[src/rtl/mem_write_buffer_if.sv]
// mem_write_buffer_if: cpu-side and memory-side signals of the posted-write buffer
interface mem_write_buffer_if #(
  parameter int ADDR_W = 5,
  parameter int DATA_W = 16
);
  logic              cpu_wr_req;
  logic [ADDR_W-1:0] cpu_wr_addr;
  logic [DATA_W-1:0] cpu_wr_data;
  logic              cpu_wr_ready;
  logic              cpu_rd_req;
  logic [ADDR_W-1:0] cpu_rd_addr;
  logic              cpu_rd_ready;
  logic [DATA_W-1:0] cpu_rd_data;
  logic              cpu_rd_done;
  logic [ADDR_W-1:0] mem_addr;
  logic [DATA_W-1:0] mem_wdata;
  logic              mem_memread;
  logic              mem_memwrite;
  logic [DATA_W-1:0] mem_rdata;
  logic              mem_done;
  modport slave (
    input  cpu_wr_req, cpu_wr_addr, cpu_wr_data, cpu_rd_req, cpu_rd_addr, mem_rdata, mem_done,
    output cpu_wr_ready, cpu_rd_ready, cpu_rd_data, cpu_rd_done, mem_addr, mem_wdata, mem_memread, mem_memwrite
  );
  modport master (
    output cpu_wr_req, cpu_wr_addr, cpu_wr_data, cpu_rd_req, cpu_rd_addr, mem_rdata, mem_done,
    input  cpu_wr_ready, cpu_rd_ready, cpu_rd_data, cpu_rd_done, mem_addr, mem_wdata, mem_memread, mem_memwrite
  );
endinterface

[src/rtl/mem_write_buffer.sv]
// mem_write_buffer: coalescing posted-write FIFO in front of main memory, reads take priority over drains
module mem_write_buffer #(
  parameter int DEPTH  = 4,
  parameter int ADDR_W = 5,
  parameter int DATA_W = 16
) (
  input  logic clk,
  input  logic rst,
  mem_write_buffer_if.slave bus
);
  localparam int PW = $clog2(DEPTH);
  typedef enum logic [1:0] {IDLE, READ, WRITE, RESP} state_t;
  state_t state, state_nx;
  logic [ADDR_W-1:0] addr_q [DEPTH];
  logic [DATA_W-1:0] data_q [DEPTH];
  logic [PW-1:0] head, tail, co_idx;
  logic [PW:0] count;
  logic [ADDR_W-1:0] mem_addr_q;
  logic [DATA_W-1:0] mem_wdata_q, rd_data_q, hit_data, fwd_data;
  logic wr_acc, rd_go, drain_go, issuing, pop, push_app, rd_hit, co_hit, wr_fwd, fwd_hit;
  assign bus.cpu_wr_ready = rst && count != (PW+1)'(DEPTH);
  assign wr_acc   = bus.cpu_wr_req && bus.cpu_wr_ready;
  assign rd_go    = state == IDLE && bus.cpu_rd_req;
  assign drain_go = state == IDLE && !bus.cpu_rd_req && count != '0;
  assign issuing  = state == WRITE || drain_go;
  assign pop      = state == WRITE;
  assign push_app = wr_acc && !co_hit;
  assign wr_fwd   = wr_acc && bus.cpu_wr_addr == bus.cpu_rd_addr;
  assign fwd_hit  = wr_fwd || rd_hit;
  assign fwd_data = wr_fwd ? bus.cpu_wr_data : hit_data;
  // Walk oldest to newest so the newest match wins; the head is skipped for coalescing while it is in flight.
  always_comb begin
    rd_hit = 1'b0;
    hit_data = '0;
    co_hit = 1'b0;
    co_idx = '0;
    for (int i = 0; i < DEPTH; i++) begin
      if ((PW+1)'(i) < count && addr_q[head + PW'(i)] == bus.cpu_rd_addr) begin
        rd_hit = 1'b1;
        hit_data = data_q[head + PW'(i)];
      end
      if ((PW+1)'(i) < count && addr_q[head + PW'(i)] == bus.cpu_wr_addr && !(i == 0 && issuing)) begin
        co_hit = 1'b1;
        co_idx = head + PW'(i);
      end
    end
  end
  always_comb begin
    state_nx = state;
    if (state == IDLE)
      state_nx = bus.cpu_rd_req ? (fwd_hit ? RESP : READ) : (count != '0 ? WRITE : IDLE);
    else if (state == READ)
      state_nx = bus.mem_done ? RESP : READ;
    else
      state_nx = IDLE;
    bus.cpu_rd_ready = rst && state == IDLE;
    bus.cpu_rd_done  = state == RESP;
    bus.mem_memread  = state == READ;
    bus.mem_memwrite = state == WRITE;
    bus.cpu_rd_data  = rd_data_q;
    bus.mem_addr     = mem_addr_q;
    bus.mem_wdata    = mem_wdata_q;
  end
  always_ff @(posedge clk or negedge rst) begin
    if (!rst) begin
      state <= IDLE;
      head <= '0;
      tail <= '0;
      count <= '0;
      mem_addr_q <= '0;
      mem_wdata_q <= '0;
      rd_data_q <= '0;
    end else begin
      state <= state_nx;
      if (push_app) tail <= tail + 1'b1;
      if (pop) head <= head + 1'b1;
      count <= count + (PW+1)'(push_app) - (PW+1)'(pop);
      if (rd_go && fwd_hit) rd_data_q <= fwd_data;
      if (rd_go && !fwd_hit) mem_addr_q <= bus.cpu_rd_addr;
      if (drain_go) begin
        mem_addr_q <= addr_q[head];
        mem_wdata_q <= data_q[head];
      end
      if (state == READ && bus.mem_done) rd_data_q <= bus.mem_rdata;
    end
  end
  always_ff @(posedge clk) begin
    if (push_app) begin
      addr_q[tail] <= bus.cpu_wr_addr;
      data_q[tail] <= bus.cpu_wr_data;
    end
    if (wr_acc && co_hit) data_q[co_idx] <= bus.cpu_wr_data;
  end
endmodule

[src/flat_wrapper.sv]
// flat-port wrapper written by rule: the top's interface ports become plain ports
module mem_write_buffer_flat 
#(
  parameter int DEPTH  = 4,
  parameter int ADDR_W = 5,
  parameter int DATA_W = 16
)
  (clk, rst, bus_cpu_wr_req, bus_cpu_wr_addr, bus_cpu_wr_data, bus_cpu_rd_req, bus_cpu_rd_addr, bus_mem_rdata, bus_mem_done, bus_cpu_wr_ready, bus_cpu_rd_ready, bus_cpu_rd_data, bus_cpu_rd_done, bus_mem_addr, bus_mem_wdata, bus_mem_memread, bus_mem_memwrite);
  mem_write_buffer_if #(.ADDR_W(ADDR_W), .DATA_W(DATA_W)) bus_i ();
  input  logic clk;
  input  logic rst;
  input wire logic [$bits(bus_i.cpu_wr_req)-1:0] bus_cpu_wr_req;
  input wire logic [$bits(bus_i.cpu_wr_addr)-1:0] bus_cpu_wr_addr;
  input wire logic [$bits(bus_i.cpu_wr_data)-1:0] bus_cpu_wr_data;
  input wire logic [$bits(bus_i.cpu_rd_req)-1:0] bus_cpu_rd_req;
  input wire logic [$bits(bus_i.cpu_rd_addr)-1:0] bus_cpu_rd_addr;
  input wire logic [$bits(bus_i.mem_rdata)-1:0] bus_mem_rdata;
  input wire logic [$bits(bus_i.mem_done)-1:0] bus_mem_done;
  output wire logic [$bits(bus_i.cpu_wr_ready)-1:0] bus_cpu_wr_ready;
  output wire logic [$bits(bus_i.cpu_rd_ready)-1:0] bus_cpu_rd_ready;
  output wire logic [$bits(bus_i.cpu_rd_data)-1:0] bus_cpu_rd_data;
  output wire logic [$bits(bus_i.cpu_rd_done)-1:0] bus_cpu_rd_done;
  output wire logic [$bits(bus_i.mem_addr)-1:0] bus_mem_addr;
  output wire logic [$bits(bus_i.mem_wdata)-1:0] bus_mem_wdata;
  output wire logic [$bits(bus_i.mem_memread)-1:0] bus_mem_memread;
  output wire logic [$bits(bus_i.mem_memwrite)-1:0] bus_mem_memwrite;
  assign bus_i.cpu_wr_req = bus_cpu_wr_req;
  assign bus_i.cpu_wr_addr = bus_cpu_wr_addr;
  assign bus_i.cpu_wr_data = bus_cpu_wr_data;
  assign bus_i.cpu_rd_req = bus_cpu_rd_req;
  assign bus_i.cpu_rd_addr = bus_cpu_rd_addr;
  assign bus_i.mem_rdata = bus_mem_rdata;
  assign bus_i.mem_done = bus_mem_done;
  assign bus_cpu_wr_ready = bus_i.cpu_wr_ready;
  assign bus_cpu_rd_ready = bus_i.cpu_rd_ready;
  assign bus_cpu_rd_data = bus_i.cpu_rd_data;
  assign bus_cpu_rd_done = bus_i.cpu_rd_done;
  assign bus_mem_addr = bus_i.mem_addr;
  assign bus_mem_wdata = bus_i.mem_wdata;
  assign bus_mem_memread = bus_i.mem_memread;
  assign bus_mem_memwrite = bus_i.mem_memwrite;
  mem_write_buffer #(.DEPTH(DEPTH), .ADDR_W(ADDR_W), .DATA_W(DATA_W)) u_core (.clk(clk), .rst(rst), .bus(bus_i));
endmodule
[config.mk]
export PLATFORM = sky130hd
export DESIGN_NAME = mem_write_buffer_flat
export DESIGN_NICKNAME = d
export VERILOG_FILES = /design/src/rtl/mem_write_buffer_if.sv /design/src/rtl/mem_write_buffer.sv /design/src/flat_wrapper.sv
export SDC_FILE = /design/constraint.sdc
export NUM_CORES = 1
export LEC_CHECK = 0
export CAP_MARGIN = 20
export CORE_ASPECT_RATIO = 0.5
export CORE_MARGIN = 2
export CORE_UTILIZATION = 60
export CTS_CLUSTER_SIZE = 20
export DETAILED_ROUTE_END_ITERATION = 8
export PLACE_DENSITY = 0.88
export RECOVER_POWER = 100
export SYNTH_ARGS = -nofsm -noshare
export SYNTH_HDL_FRONTEND = slang
export SYNTH_SLANG_ARGS = --single-unit
[constraint.sdc]
create_clock -name clk -period 11.9 [get_ports clk]
set_input_delay 2.38 -clock clk [delete_from_list [all_inputs] [get_ports clk]]
set_output_delay 2.38 -clock clk [all_outputs]
set_load 0.005 [all_outputs]
==> results_dict.tcl <==
set metrics [dict create \
    synth_edf_count 84 \
    drc_errors 0 \
    tns_ps 0 \
    fmaxAchievable_mhz 130 \
    r2r_setup_slack_ps 4530 \
    crit_type "input pin to primary output" \
    cts_tree "yes" \
    r2r_start "u_core.head[0]" \
    peakVddDrop_uv 174 \
    wire_per_inst_um 23.5 \
    design_area_sq_um 9600 \
    synth_cells 672 \
    p_per_area_nw_per_um2 256 \
    synth_area_sq_um 8050 \
    start_util_pct 62.5 \
    hold_path_end "u_core.bus.mem_wdata[10]" \
    die_y_um 85.9 \
    drv_slew 131 \
    clock-skew-final_ps 16.9 \
    clkLatencyLatePin_ps 430 \
    final_cell_mix "84 x edfxtp_1, 67 x nor2_1, 62 x dlygate4sd3_1, 50 x mux4_2" \
    violations "max-capacitance violations, max-slew violations" \
    drt_pass1_iterations 5 \
    cts_root_buffer "clkbuf_16" \
    io_pins 89 \
    die_area_sq_um 14400 \
    antenna_found_initial 0 \
    yosysWarnings 0 \
    clk_path_buf_depth 2 \
    cts-hold-fix-buffers 0 \
    synth_flop_cell "edfxtp_1" \
    r2r-end "u_core.data_q[0][14]" \
    fin_nets 793 \
    cp.arrival_ps 5330 \
    synth_top_area_share_pct 31.3 \
    status "finished with violations" \
    synth_seq_area_share_pct 45.6 \
    grt_overflow 0 \
    synth_top_area_cell "edfxtp_1" \
    cts_buffers 17 \
    clk_pin_slew_ps 60 \
    slew_headroom_pct -140 \
    postSynthAreaPerCell_sq_um 12.0 \
    max_slew.worst_pin.slew_ps 3610 \
    cts.sinks 130 \
    final_layout_size_suffix_gt1_share_pct 17.2 \
    cp.required_ps 9520 \
    p_leak_uw 0.00358 \
    start_kind "input pin" \
    hold_depth 1 \
    post-dp-hpwl_mm 13.1 \
    diodes 0 \
    synth_area_leaders "edfxtp_1 31%, dfrtp_1 14%, mux4_2 14%" \
    rsz0062_at_grt "no" \
    synthArstFlopShare_pct 35.4 \
    syn2layout_area_growth_pct 19.3 \
    cts_setup_buffers 0 \
    place_congestion 0.892 \
    grt_pass1_wl_mm 33.7 \
    cp_max_fo 48 \
    synth_nets 728 \
    place_area_sq_um 8970 \
    layout_commonest_cell "edfxtp_1" \
    hold_viol_final 0 \
    rr_worst_depth 6 \
    maxCapViolations 3 \
    rows 29 \
    drt-initial-drc-count 888 \
    totalWireLength_mm 21.6 \
    end_kind "primary output" \
    hold_path_class "register to register" \
    vias 6302 \
    period_share_pct 64.8 \
    die_w_um 168 \
    first_global_vias 6041 \
    setup_viol 0 \
    worstHoldStart "u_core.bus.mem_wdata[10]" \
    filler_cell_count 793 \
    grt_max_degree 102 \
    coreArea_sq_um 12900 \
    routed_via_density 6.85 \
    cts_resized 0 \
    yosys.cell_types.count 53 \
    postRouteAntennaNets 0 \
    ys_seq_elements 130 \
    fin_crit_ps 7710 \
    h-tree-depth 4 \
    gr-usage-all-layers_pct 30.7 \
    port_buffers 88 \
]
final cells by class:
type                    instances  area, sq um  share of cell area (%)
clock buffers                  18          429                    4.47
clock inverters                14          201                    2.10
inverters                       9         33.8                   0.352
multi-input cells             477         4070                    42.4
flip-flops and latches        130         3680                    38.3
well taps                     170          213                    2.22
repair buffers                102          976                    10.2
report_power, final:
part | total, uW | switching [uW] | internal, uW
Sequential | 726 | 117 | 608
Combinational | 1160 | 578 | 583
Clock | 568 | 215 | 353
Total | 2460 | 910 | 1550
critical path: stages:
cell	delay, ps
buf_2	70
clkbuf_1	1890
a21boi_0	350
dlygate4sd3_1	600
layer usage:
layer | vias to the layer above | global-route usage, % | wire [um]
met2 | 449 | 49.5 | 10300
met1 | 3097 | 41.7 | 8530
met4 | 0 | 12.6 | 532
met5 | - | 0 | 0
met3 | 61 | 6.18 | 2190
li1 | 2695 | - | -
sequential cells by signal, summed over array words and instances, names as in the netlist:
name / count
u_core.addr_q: 20
u_core.bus.cpu_rd_data: 16
u_core.bus.mem_addr: 5
u_core.bus.mem_wdata: 16
u_core.count: 3
u_core.data_q: 64
u_core.head: 2
u_core.state: 2
u_core.tail: 2
metrics by stage:
| step | hold slack [ps] | total power, uW | cells | util [%] | setup WS (ps) |
|---|---|---|---|---|---|
| 2_1_floorplan | 502 | 1530 | 672 | - | 6450 |
| 3_3_place_gp | 491 | 1820 | 884 | 69.6 | 5680 |
| 3_5_place_dp | 495 | 1870 | 884 | 69.6 | 5450 |
| 4_1_cts | 509 | 2450 | 916 | 74.5 | 5630 |
| 5_1_grt | 520 | 2570 | 920 | 74.5 | 3630 |
| 6_report | 497 | 2460 | 920 | 74.5 | 4190 |
cells in the mapped netlist, types with 15 or more instances:
| cell type | n |
|---|---|
| a21oi_1 | 49 |
| a221o_1 | 15 |
| a31oi_1 | 16 |
| and3_1 | 16 |
| clkbuf_1 | 38 |
| dfrtp_1 | 46 |
| edfxtp_1 | 84 |
| mux2_2 | 34 |
| mux2i_1 | 29 |
| mux4_2 | 50 |
| nand2_1 | 18 |
| nor2_1 | 67 |
| o21ai_0 | 49 |
| xnor2_1 | 31 |
| xor2_1 | 18 |
kinds of logic (layout without fill, tap and decap cells):
family / after synthesis / count (layout) / synth area share [%]
buffers and inverters: 65 / 143 / 3.75
muxes: 115 / 115 / 22.9
DFF: 130 / 130 / 45.6
xor gates and xnor gates: 49 / 49 / 5.33
AOI/OAI and AO/OA: 149 / 149 / 11.3
and+or+nand+nor: 155 / 155 / 9.59
adders and majority gates: 9 / 9 / 1.49
worst max path at each step:
stage	start	to	slack (ps)	cells after the start
after floorplan	bus_cpu_wr_addr[2]	u_core.data_q[3][0]	6450	8
after global placement	rst	bus_cpu_wr_ready	5680	4
after detailed placement	bus_cpu_wr_addr[3]	u_core.data_q[2][10]	5450	9
after CTS	rst	bus_cpu_wr_ready	5630	4
after global routing	rst	bus_cpu_wr_ready	3630	4
final	rst	bus_cpu_wr_ready	4190	4
(Power assumes the default switching activity.)
